<file path="src/rtl/xor4_pipe_if.sv">
// Handshake bundle for xor4_pipe: producer side (in_*, a, b) and consumer side
// (out_*, x and flags). The slave modport is the block's view of the bundle.
interface xor4_pipe_if #(
  parameter int WIDTH = 4
);
  localparam int CNT_W = $clog2(WIDTH + 1);

  logic             in_valid;
  logic             in_ready;
  logic [WIDTH-1:0] a;
  logic [WIDTH-1:0] b;
  logic             out_valid;
  logic             out_ready;
  logic [WIDTH-1:0] x;
  logic             parity;
  logic [CNT_W-1:0] ones;
  logic             equal;

  modport master (
    output in_valid, a, b, out_ready,
    input  in_ready, out_valid, x, parity, ones, equal
  );

  modport slave (
    input  in_valid, a, b, out_ready,
    output in_ready, out_valid, x, parity, ones, equal
  );
endinterface

</file>
<file path="src/rtl/xor4_pipe.sv">
// One-stage registered XOR of two operands with parity, popcount and equality
// flags, behind valid/ready handshakes on both sides.
module xor4_pipe #(
  parameter int WIDTH = 4
) (
  input  logic      clk,
  input  logic      rst_n,
  xor4_pipe_if.slave bus
);
  localparam int CNT_W = $clog2(WIDTH + 1);

  logic [WIDTH-1:0] x_q, x_d;
  logic             parity_q, parity_d;
  logic [CNT_W-1:0] ones_q, ones_d;
  logic             equal_q, equal_d;
  logic             out_valid_q, out_valid_d;

  logic             load;
  logic [WIDTH-1:0] xor_w;
  logic [CNT_W-1:0] pop_w;

  // The only combinational input-to-output path is out_ready -> in_ready.
  assign bus.in_ready = !out_valid_q || bus.out_ready;
  assign load         = bus.in_valid && bus.in_ready;
  assign xor_w        = bus.a ^ bus.b;

  always_comb begin
    pop_w = '0;
    for (int i = 0; i < WIDTH; i++) begin
      pop_w = pop_w + CNT_W'(xor_w[i]);
    end
  end

  always_comb begin
    x_d         = x_q;
    parity_d    = parity_q;
    ones_d      = ones_q;
    equal_d     = equal_q;
    out_valid_d = out_valid_q;
    if (load) begin
      x_d         = xor_w;
      parity_d    = ^xor_w;
      ones_d      = pop_w;
      equal_d     = (xor_w == '0);
      out_valid_d = 1'b1;
    end else if (bus.out_ready) begin
      // Result consumed with nothing new behind it; data holds, only valid drops.
      out_valid_d = 1'b0;
    end
  end

  always_ff @(posedge clk) begin
    if (!rst_n) begin
      x_q         <= '0;
      parity_q    <= 1'b0;
      ones_q      <= '0;
      equal_q     <= 1'b0;
      out_valid_q <= 1'b0;
    end else begin
      x_q         <= x_d;
      parity_q    <= parity_d;
      ones_q      <= ones_d;
      equal_q     <= equal_d;
      out_valid_q <= out_valid_d;
    end
  end

  assign bus.out_valid = out_valid_q;
  assign bus.x         = x_q;
  assign bus.parity    = parity_q;
  assign bus.ones      = ones_q;
  assign bus.equal     = equal_q;
endmodule

</file>
<file path="src/flat_wrapper.sv">
// flat-port wrapper written by rule: the top's interface ports become plain ports
module xor4_pipe_flat 
#(
  parameter int WIDTH = 4
)
  (clk, rst_n, bus_in_valid, bus_a, bus_b, bus_out_ready, bus_in_ready, bus_out_valid, bus_x, bus_parity, bus_ones, bus_equal);
  xor4_pipe_if #(.WIDTH(WIDTH)) bus_i ();
  input  logic clk;
  input  logic rst_n;
  input wire logic [$bits(bus_i.in_valid)-1:0] bus_in_valid;
  input wire logic [$bits(bus_i.a)-1:0] bus_a;
  input wire logic [$bits(bus_i.b)-1:0] bus_b;
  input wire logic [$bits(bus_i.out_ready)-1:0] bus_out_ready;
  output wire logic [$bits(bus_i.in_ready)-1:0] bus_in_ready;
  output wire logic [$bits(bus_i.out_valid)-1:0] bus_out_valid;
  output wire logic [$bits(bus_i.x)-1:0] bus_x;
  output wire logic [$bits(bus_i.parity)-1:0] bus_parity;
  output wire logic [$bits(bus_i.ones)-1:0] bus_ones;
  output wire logic [$bits(bus_i.equal)-1:0] bus_equal;
  assign bus_i.in_valid = bus_in_valid;
  assign bus_i.a = bus_a;
  assign bus_i.b = bus_b;
  assign bus_i.out_ready = bus_out_ready;
  assign bus_in_ready = bus_i.in_ready;
  assign bus_out_valid = bus_i.out_valid;
  assign bus_x = bus_i.x;
  assign bus_parity = bus_i.parity;
  assign bus_ones = bus_i.ones;
  assign bus_equal = bus_i.equal;
  xor4_pipe #(.WIDTH(WIDTH)) u_core (.clk(clk), .rst_n(rst_n), .bus(bus_i));
endmodule
</file>
<file path="config.mk">
export PLATFORM = sky130hd
export DESIGN_NAME = xor4_pipe_flat
export DESIGN_NICKNAME = d
export VERILOG_FILES = /design/src/rtl/xor4_pipe_if.sv /design/src/rtl/xor4_pipe.sv /design/src/flat_wrapper.sv
export SDC_FILE = /design/constraint.sdc
export NUM_CORES = 1
export LEC_CHECK = 0
export ABC_AREA = 1
export CORE_AREA = 5 5 42 44
export CTS_BUF_LIST = sky130_fd_sc_hd__clkbuf_8
export DETAILED_ROUTE_END_ITERATION = 8
export DIE_AREA = 0 0 47 49
export GPL_TIMING_DRIVEN = 1
export PLACE_DENSITY = 0.87
export RECOVER_POWER = 25
export SLEW_MARGIN = 0
export SYNTH_ARGS = -nofsm -noshare
export SYNTH_HDL_FRONTEND = slang
export SYNTH_SLANG_ARGS = --single-unit
</file>
<file path="constraint.sdc">
create_clock -name clk -period 4.4 [get_ports clk]
set_clock_uncertainty 0.1 [all_clocks]
set_input_delay 0.44 -clock clk [delete_from_list [all_inputs] [get_ports clk]]
set_output_delay 0.44 -clock clk [all_outputs]
set_load 0.02 [all_outputs]
</file>
Yosys cells after proc, flatten, opt, wreduce, memory -nomap -nowiden
Cells that the tools add are included.
{"block": "op_classes", "n_bitwise": 1, "reduce_logical": 6, "add_sub_neg": 3, "mux": 2}
{"op": "adder 3 x 1 -> 3 bit", "n": 2}
{"op": "zero test 4 bit", "n": 1}
{"op": "XOR reduction 4 bit", "n": 1}
{"op": "bitwise XOR 4 bit", "n": 1}
{"op": "adder 1 x 1 -> 2 bit", "n": 1}
{"op": "two-way mux 1 bit", "n": 2}
{"op": "nonzero test 2 bit", "n": 1}
{"op": "logical AND 1 bit", "n": 1}
{"op": "zero test 1 bit", "n": 1}
{"op": "logical OR 1 bit", "n": 1}
{"block": "word_totals", "word_cells": 17, "in_bits": 12, "output_inout_bits": 11, "regBits": 10}

Depth between registers and ports, before layout
{"block": "logic_depth", "depth_word": 4, "mapped_depth": 11, "depth_no_buf": 11}

Least setup slack after synthesis
No wires, ideal clock.
{"block": "synth_timing", "path_type": "input to register", "from": "input port bus_a[1]", "to": "register u_core.ones_q[1], in the netlist u_core.bus.ones[1]", "setup_ps": 112, "stages": 11, "arrival_time_ps": 1808, "required_ps": 4188, "n_path_buf": 0, "slack_ps": 2381, "path_cell_list": "nand2_1 > inv_1 > nor2_1 > inv_1 > ha_1 > fa_1 > ha_1 > inv_1 > nand3_1 > nand2_1 > nor2_1"}
{"block": "synth_between", "elab_chain_cells": 4}
{"element": "start, declared", "line_no": "flat_wrapper.sv:11", "rtl": "input wire logic [$bits(bus_i.a)-1:0] bus_a;"}
{"element": "bitwise XOR 4 bit", "line_no": "xor4_pipe.sv:25", "rtl": "assign xor_w = bus.a ^ bus.b;"}
{"element": "net u_core.xor_w[1]", "line_no": "xor4_pipe.sv:19", "rtl": "logic [WIDTH-1:0] xor_w;"}
{"element": "adder 1 x 1 -> 2 bit", "line_no": "xor4_pipe.sv:30", "rtl": "pop_w = pop_w + CNT_W'(xor_w[i]);"}
{"element": "adder 3 x 1 -> 3 bit (2 in a row)", "line_no": "xor4_pipe.sv:30"}
{"element": "net u_core.pop_w[1]", "line_no": "xor4_pipe.sv:20", "rtl": "logic [CNT_W-1:0] pop_w;"}
{"element": "end signal, assigned", "line_no": "xor4_pipe.sv:62", "rtl": "ones_q <= ones_d;"}
{"element": "end, declared", "line_no": "xor4_pipe.sv:14", "rtl": "logic [CNT_W-1:0] ones_q, ones_d;"}
The timed path passes the listed nets, and every way through them passes these cells.
A chain may end at the register's enable or synchronous reset.

Final worst setup path
{"block": "layout_timing", "from": "input port bus_b[1]", "to": "register u_core.ones_q[1], in the netlist u_core.bus.ones[1]"}
{"block": "layout_between", "elab_chain_cells": 4}
{"element": "start, declared", "line_no": "flat_wrapper.sv:12", "rtl": "input wire logic [$bits(bus_i.b)-1:0] bus_b;"}
{"element": "bitwise XOR 4 bit", "line_no": "xor4_pipe.sv:25"}
{"element": "net u_core.xor_w[1]", "line_no": "xor4_pipe.sv:19"}
{"element": "adder 1 x 1 -> 2 bit", "line_no": "xor4_pipe.sv:30"}
{"element": "adder 3 x 1 -> 3 bit (2 in a row)", "line_no": "xor4_pipe.sv:30"}
{"element": "net u_core.pop_w[1]", "line_no": "xor4_pipe.sv:20"}
The timed path passes the listed nets, and every way through them passes these cells.

==> impl_metrics.toml <==
[power_and_ir_drop]
p_sw_mw = 0.0751
power_mw = 0.261
powerDensity_nw_per_um2 = 323
seqPwrFrac = 0.356
ir_drop_v = 0.000149
intPower_mw = 0.186
clkPwrFrac = 0.359
combPwrFrac = 0.284
leakagePower_nw = 0.442
switching_share = 0.288

[timing]
fmax_ghz = 0.426
fin_crit_sh = 0.534
rsz0062_at_grt = "false"
setup_ws_ps = 2050
hold_viol_final = 0
setup-tns-final_ps = 0
worst_slew_pin_slew_ps = 321
period_needed_ps = 2350
setup-violations-final = 0
slew_viol_final = 0
relSlewSlack = 0.786

[floorplan]
io_pins = 23
die_h_um = 49
dieArea_um2 = 2300
rows = 14
start_util = 0.387
core_area_um2 = 1400
die_x_um = 47

[cells_and_area]
seqCellArea_um2 = 180
stdcell_area_um2 = 807
syn2layout_area_growth_pct = 49.0
fill_cells = 143
multi_input_area_um2 = 267
diodes = 0
final_nets = 126
drive_gt1_frac = 0.0463
finalNonFillerCells = 124

[synth]
avgSynthCellArea_um2 = 6.45
synth_common_cells = "23 x nand2_1, 19 x inv_1, 18 x nor2_1"
synth_xor_area_frac = 0
yosys.area_share.simple = 0.363
synth_top_family_by_area = "simple AND/OR/NAND/NOR gates"
synth_edf_count = 0
yosysSeqAreaShare = 0.333
synth_top_cell_area_share = 0.333
syn-num-nets = 101
muxShareOfSynthArea = 0
ys_top_cells_by_area = "dfxtp_1 33%, nand2_1 16%, inv_1 13%"
synth_ff_type = "dfxtp_1"
synth_compound_area_frac = 0.0139
ys_warn_count = 0
synthCells = 84
async_flop_share = 0
synthAdderAreaFrac = 0.129
ys_types = 12
netlist_area_um2 = 542
synth_most_common_cell = "nand2_1"
synth-seq-cells = 9
synth.largest_area_cell = "dfxtp_1"

[placed_design]
portBuffers = 22
postPlaceCellArea_um2 = 769
gp_congestion = 0.773
placed_cells = 120
hpwl_um = 890
pre_cts_slack_ps = 1820

[clock_tree]
clk_latency_ps = 230
clock_path_buffers = 2
hold_buffers = 0
ctsResizeCount = 0
cts.sinks = 9
cts_root_buf = "clkbuf_8"
cts_tree = "yes"
cts_buffers = 3
cts_max_level = 1
cts.reportedPaths.clkPinSlew_ps = 50
post_cts_buffers = 0

[setup_path]
cp.required_ps = 4430
cp_max_fo = 3
worst_ep_arrival_time_ps = 2380
end_kind = "flop"
crit_path_start_kind = "primary input"
path_class = "in2reg"

[hold_path]
min_path_type = "reg2reg"

[outcome]
status = "finished, final reports clean"

[route]
wl_per_cell_um = 8.56
drtIter0Drc = 5
routed_wl_um = 1060
drc = 0
post_drt_via_cell_ratio = 4.23
ant_nets = 0
drtPass1Iterations = 4
vias = 525

[run]
drv_cap = 0

[global_routing]
grt_overflow = 0
grt_pass1_wl_um = 1700
grt_pass1_vias = 450
antenna_found_initial = 0
grt_max_degree = 11
grt_usage = 0.100
-- state kept, by name (all words and copies together) (netlist names) --
register	flops
u_core.bus.out_valid	1
u_core.bus.equal	1
u_core.bus.ones	3
u_core.bus.x	4
-- cells in the final DEF (no fill, tap or decap) --
cell	instances
nand2_1	24
ha_1	4
nand2_4	1
clkdlybuf4s50_1	21
nand3_1	4
fa_1	1
dfxtp_1	9
dlygate4sd3_1	1
a21boi_0	1
nor2_1	18
clkbuf_8	3
inv_1	20
inv_2	1
-- logic make-up after synthesis --
kind of cell             count (synthesis)
AND/OR/NAND/NOR                         47
buffers and inverters                   22
flip-flops                               9
adder cells (fa/ha/maj)                  5
AO/OA/AOI/OAI                            1
-- worst max-delay path: stages --
cell and delay [ps]:
clkdlybuf4s50_1 470, nor2_1 50, nor2_1 170, inv_1 70, ha_1 290, fa_1 370, ha_1 290, inv_1 60
nand3_1 60, nand2_1 60, nor2_1 50
-- stage by stage --
stage               hold slack [ps]   util
finish                          374  0.576
global route                    404  0.576
CTS                             374  0.581
detailed placement              363  0.549
global placement                352  0.549
floorplan                       454      -
-- path summary, 6_finish.rpt --
kind                            slack (ps)                  from  cells after the start                 end
worst max-delay path                  2050              bus_b[1]                     11  u_core.bus.ones[1]
worst min-delay path                   370    u_core.bus.ones[2]                      2  u_core.bus.ones[2]
worst max register to register        3260  u_core.bus.out_valid                      5    u_core.bus.equal
worst min register to register         370    u_core.bus.ones[2]                      2  u_core.bus.ones[2]
-- layer usage --
layer	global-route usage	wire length (um)	vias up
met5	0	0	-
met4	0.0553	19	0
met1	0.106	432	220
met2	0.165	509	18
li1	-	-	284
met3	0.0332	100	3
-- power by group through the flow --
stage               combinational (mW)  sequential [mW]  clock [mW]
CTS                             0.0762           0.0930      0.0943
floorplan                       0.0339            0.103           0
finish                          0.0742           0.0929      0.0937
global placement                0.0721           0.0940           0
global route                    0.0822           0.0937       0.100
detailed placement              0.0755           0.0946           0
-- area by class of cell --
class | instances | area share
clock inverter | 1 | 0.00465
timing repair buffer | 22 | 0.273
tap | 16 | 0.0248
clock buffer | 3 | 0.0512
sequential | 9 | 0.223
inverter | 20 | 0.0930
multi-input combinational | 53 | 0.330
Note: power is estimated with default switching activity, not from simulation.
==> RTL edit: new RTL, same flow settings <==
`WIDTH` is set to 4 in 3 places; all go to 8.
--- a/src/rtl/xor4_pipe_if.sv
+++ b/src/rtl/xor4_pipe_if.sv
@@ -3,3 +3,3 @@
 interface xor4_pipe_if #(
-  parameter int WIDTH = 4
+  parameter int WIDTH = 8
 );
--- a/src/rtl/xor4_pipe.sv
+++ b/src/rtl/xor4_pipe.sv
@@ -3,3 +3,3 @@
 module xor4_pipe #(
-  parameter int WIDTH = 4
+  parameter int WIDTH = 8
 ) (
--- a/src/flat_wrapper.sv
+++ b/src/flat_wrapper.sv
@@ -3,3 +3,3 @@
 #(
-  parameter int WIDTH = 4
+  parameter int WIDTH = 8
 )
Ports: changed (resized bus_a, bus_b, bus_ones and bus_x); port bits go from 23 to 36. No check against the original RTL was run, so the function may have changed too.
==> RTL edit against the unedited design <==
Setup slack got worse by 1.8 ns. Cell count increased by 42%. Sequential cell count up 6. Critical path depth is 3 higher. Combinational power rose to 3.2 times the old value. Power is 97% higher. Final area grew 63%. Routed wire length rose to 3.4 times the old value. Sequential share of layout area is 0.49 points higher. Area after synthesis is 74% higher. First-iteration DRC count increased to 6.2 times the old value. Largest cell class unchanged.
==> RTL edit: results (changes against the unedited design) <==
| Metric | Value |
|---|---|
| Min-Delay Path Class | reg -> reg (unchanged) |
| Clock latency on the worst-skew pair | 0.25 ns (was 0.23 ns) |
| HPWL after DPL | 1.93 mm (was 890 um) |
| RR Startpoint | u_core.bus.out_valid (unchanged) |
| Detail Route Antenna Nets | 0 (unchanged) |
| Number of global-route vias before repair | 1183 (was 450) |
| Register area share after synthesis | 0.319 (was 0.333) |
| Pre-CTS WS | 0.336 ns (was 1.82 ns) |
| Reg2Reg Depth | 3 (was 5) |
| Drt initial violations | 31 (was 5) |
| Initial antenna violation count | 0 (unchanged) |
| Status | finished, final reports clean (unchanged) |
| Destination of the worst hold path | u_core.bus.x[1] (was u_core.bus.ones[2]) |
| Actual slew at the worst max-slew pin | 1.23 ns (was 0.321 ns) |
| Total GRT Usage | 0.337 (was 0.100) |
| Max FFs per register | 8 (was 4) |
| Worst-path fanout max | 3 (unchanged) |
| Top cells by area, synth | dfxtp_1 (32%), nor2_1 (11%), ha_1 (9.3%) (was dfxtp_1 (33%), nand2_1 (16%), inv_1 (13%)) |
| WHS | 0.414 ns (was 0.374 ns) |
| Max stage delay on crit path | 0.52 ns (was 0.47 ns) |
| Worst path slowest cell | clkdlybuf4s50_1 (unchanged) |
| Arr. time, crit path | 4.21 ns (was 2.38 ns) |
| Vias per cell | 6.01 (was 4.23) |
| Synth unique cells | 20 (was 12) |
| N_diodes | 0 (unchanged) |
| FFs w/ async S/R, synth | 0 (unchanged) |
| Final setup margin | 0.265 ns (was 2.05 ns) |
| Total CTS buffers | 3 (unchanged) |
| Synth warn | 0 (unchanged) |
| Port Buffers | 35 (was 22) |
| Root Driver | clkbuf_8 (unchanged) |
| Leak pwr | 0.669 nW (was 0.442 nW) |
| Synth top cells by count | nor2_1 (28), inv_1 (22), dfxtp_1 (15), nand2_1 (15), xor2_1 (8) (was nand2_1 (23), inv_1 (19), nor2_1 (18)) |
| Reg2Reg Capture Point | u_core.bus.equal (unchanged) |
| Share of cells above drive strength 1 | 0.0313 (was 0.0463) |
| Peak supply drop | 0.000329 V (was 0.000149 V) |
| Min-Delay Startpoint | u_core.bus.x[1] (was u_core.bus.ones[2]) |
| Nets | 192 (was 126) |
| Clock Pin Slew Worst Setup and Hold Paths | 0.06 ns |
| First-pass GRT wire length | 5.49 mm (was 1.70 mm) |
| H-tree depth | 1 (unchanged) |
| Cell family with most CP delay | adder cells (unchanged) |
| Worst R2R Setup Slack | 2.44 ns (was 3.26 ns) |
| Resized Gates After CTS | 0 (unchanged) |
| CTS Buffer Depth | 2 (unchanged) |
| Routability cong. | 0.812 (was 0.773) |
| Largest net degree at the start of global routing | 17 (was 11) |
| Placed Area | 1290 um2 (was 769 um2) |
| Hold path cells | 2 (unchanged) |
| WL final | 3.60 mm (was 1.06 mm) |
| Number of post-CTS setup repair buffers | 0 (unchanged) |
| Synth Net Count | 155 (was 101) |
| TritonRoute pass-1 iters | 5 (was 4) |
-- RTL edit: cell count changes after synthesis, moves of 5 or more --
cell | unedited run | this run
dfxtp_1 | 9 | 15
o21ai_1 | 0 | 5
xor2_1 | 0 | 8
nor2_1 | 18 | 28
o21ai_0 | 0 | 6
nand2_1 | 23 | 15
-- RTL edit: cells by family after synthesis --
group / after synthesis / synth area share
compound gates: 17 / 0.110
simple gates: 46 / 0.190
fa+ha+maj: 11 / 0.178
buf+inv: 26 / 0.120
flops: 15 / 0.319
xor+xnor: 9 / 0.0837
-- RTL edit: worst reg2reg max path, cell delays in order (launching register included) --
cell and delay [ns]:
dfxtp_1 0.34, a21oi_1 0.96, o21ai_0 0.27, nor2_1 0.22
-- RTL edit: area by class of cell --
cell class	count	area [um2]
clock inverters	1	3.75
multi-input cells	83	514
repair buffers	35	350
well taps	16	20.0
inverters	23	86.3
fillers	46	85.1
flip-flops and latches	15	300
clock buffers	3	41.3
-- RTL edit: per-stage QoR --
stage / power [mW] / std cells
after detailed placement: 0.371 / 172
after global routing: 0.539 / 176
after CTS: 0.508 / 176
after floorplan: 0.296 / 124
final: 0.514 / 176
after global placement: 0.355 / 172
-- RTL edit: power breakdown --
group          switching, mW  internal (mW)  total, mW
combinational          0.138          0.102      0.240
clock                 0.0519         0.0619      0.114
sequential           0.00879          0.151      0.160
-- RTL edit: how the worst max path moves through the flow --
| stage | startpoint | to | cells after the start |
|---|---|---|---|
| after floorplan | bus_b[0] | u_core.bus.ones[1] | 13 |
| after global placement | bus_a[1] | u_core.bus.ones[1] | 14 |
| after detailed placement | bus_a[0] | u_core.bus.ones[1] | 14 |
| after CTS | bus_a[1] | u_core.bus.ones[1] | 14 |
| after global routing | bus_a[1] | u_core.bus.ones[1] | 14 |
| final | bus_a[1] | u_core.bus.ones[1] | 14 |
-- RTL edit: per-layer routing --
layer	global-route usage	vias up	routed length, um
met5	0	-	0
met4	0.207	0	249
met3	0.0775	35	269
met2	0.600	86	1880
met1	0.323	491	1200
li1	-	445	-
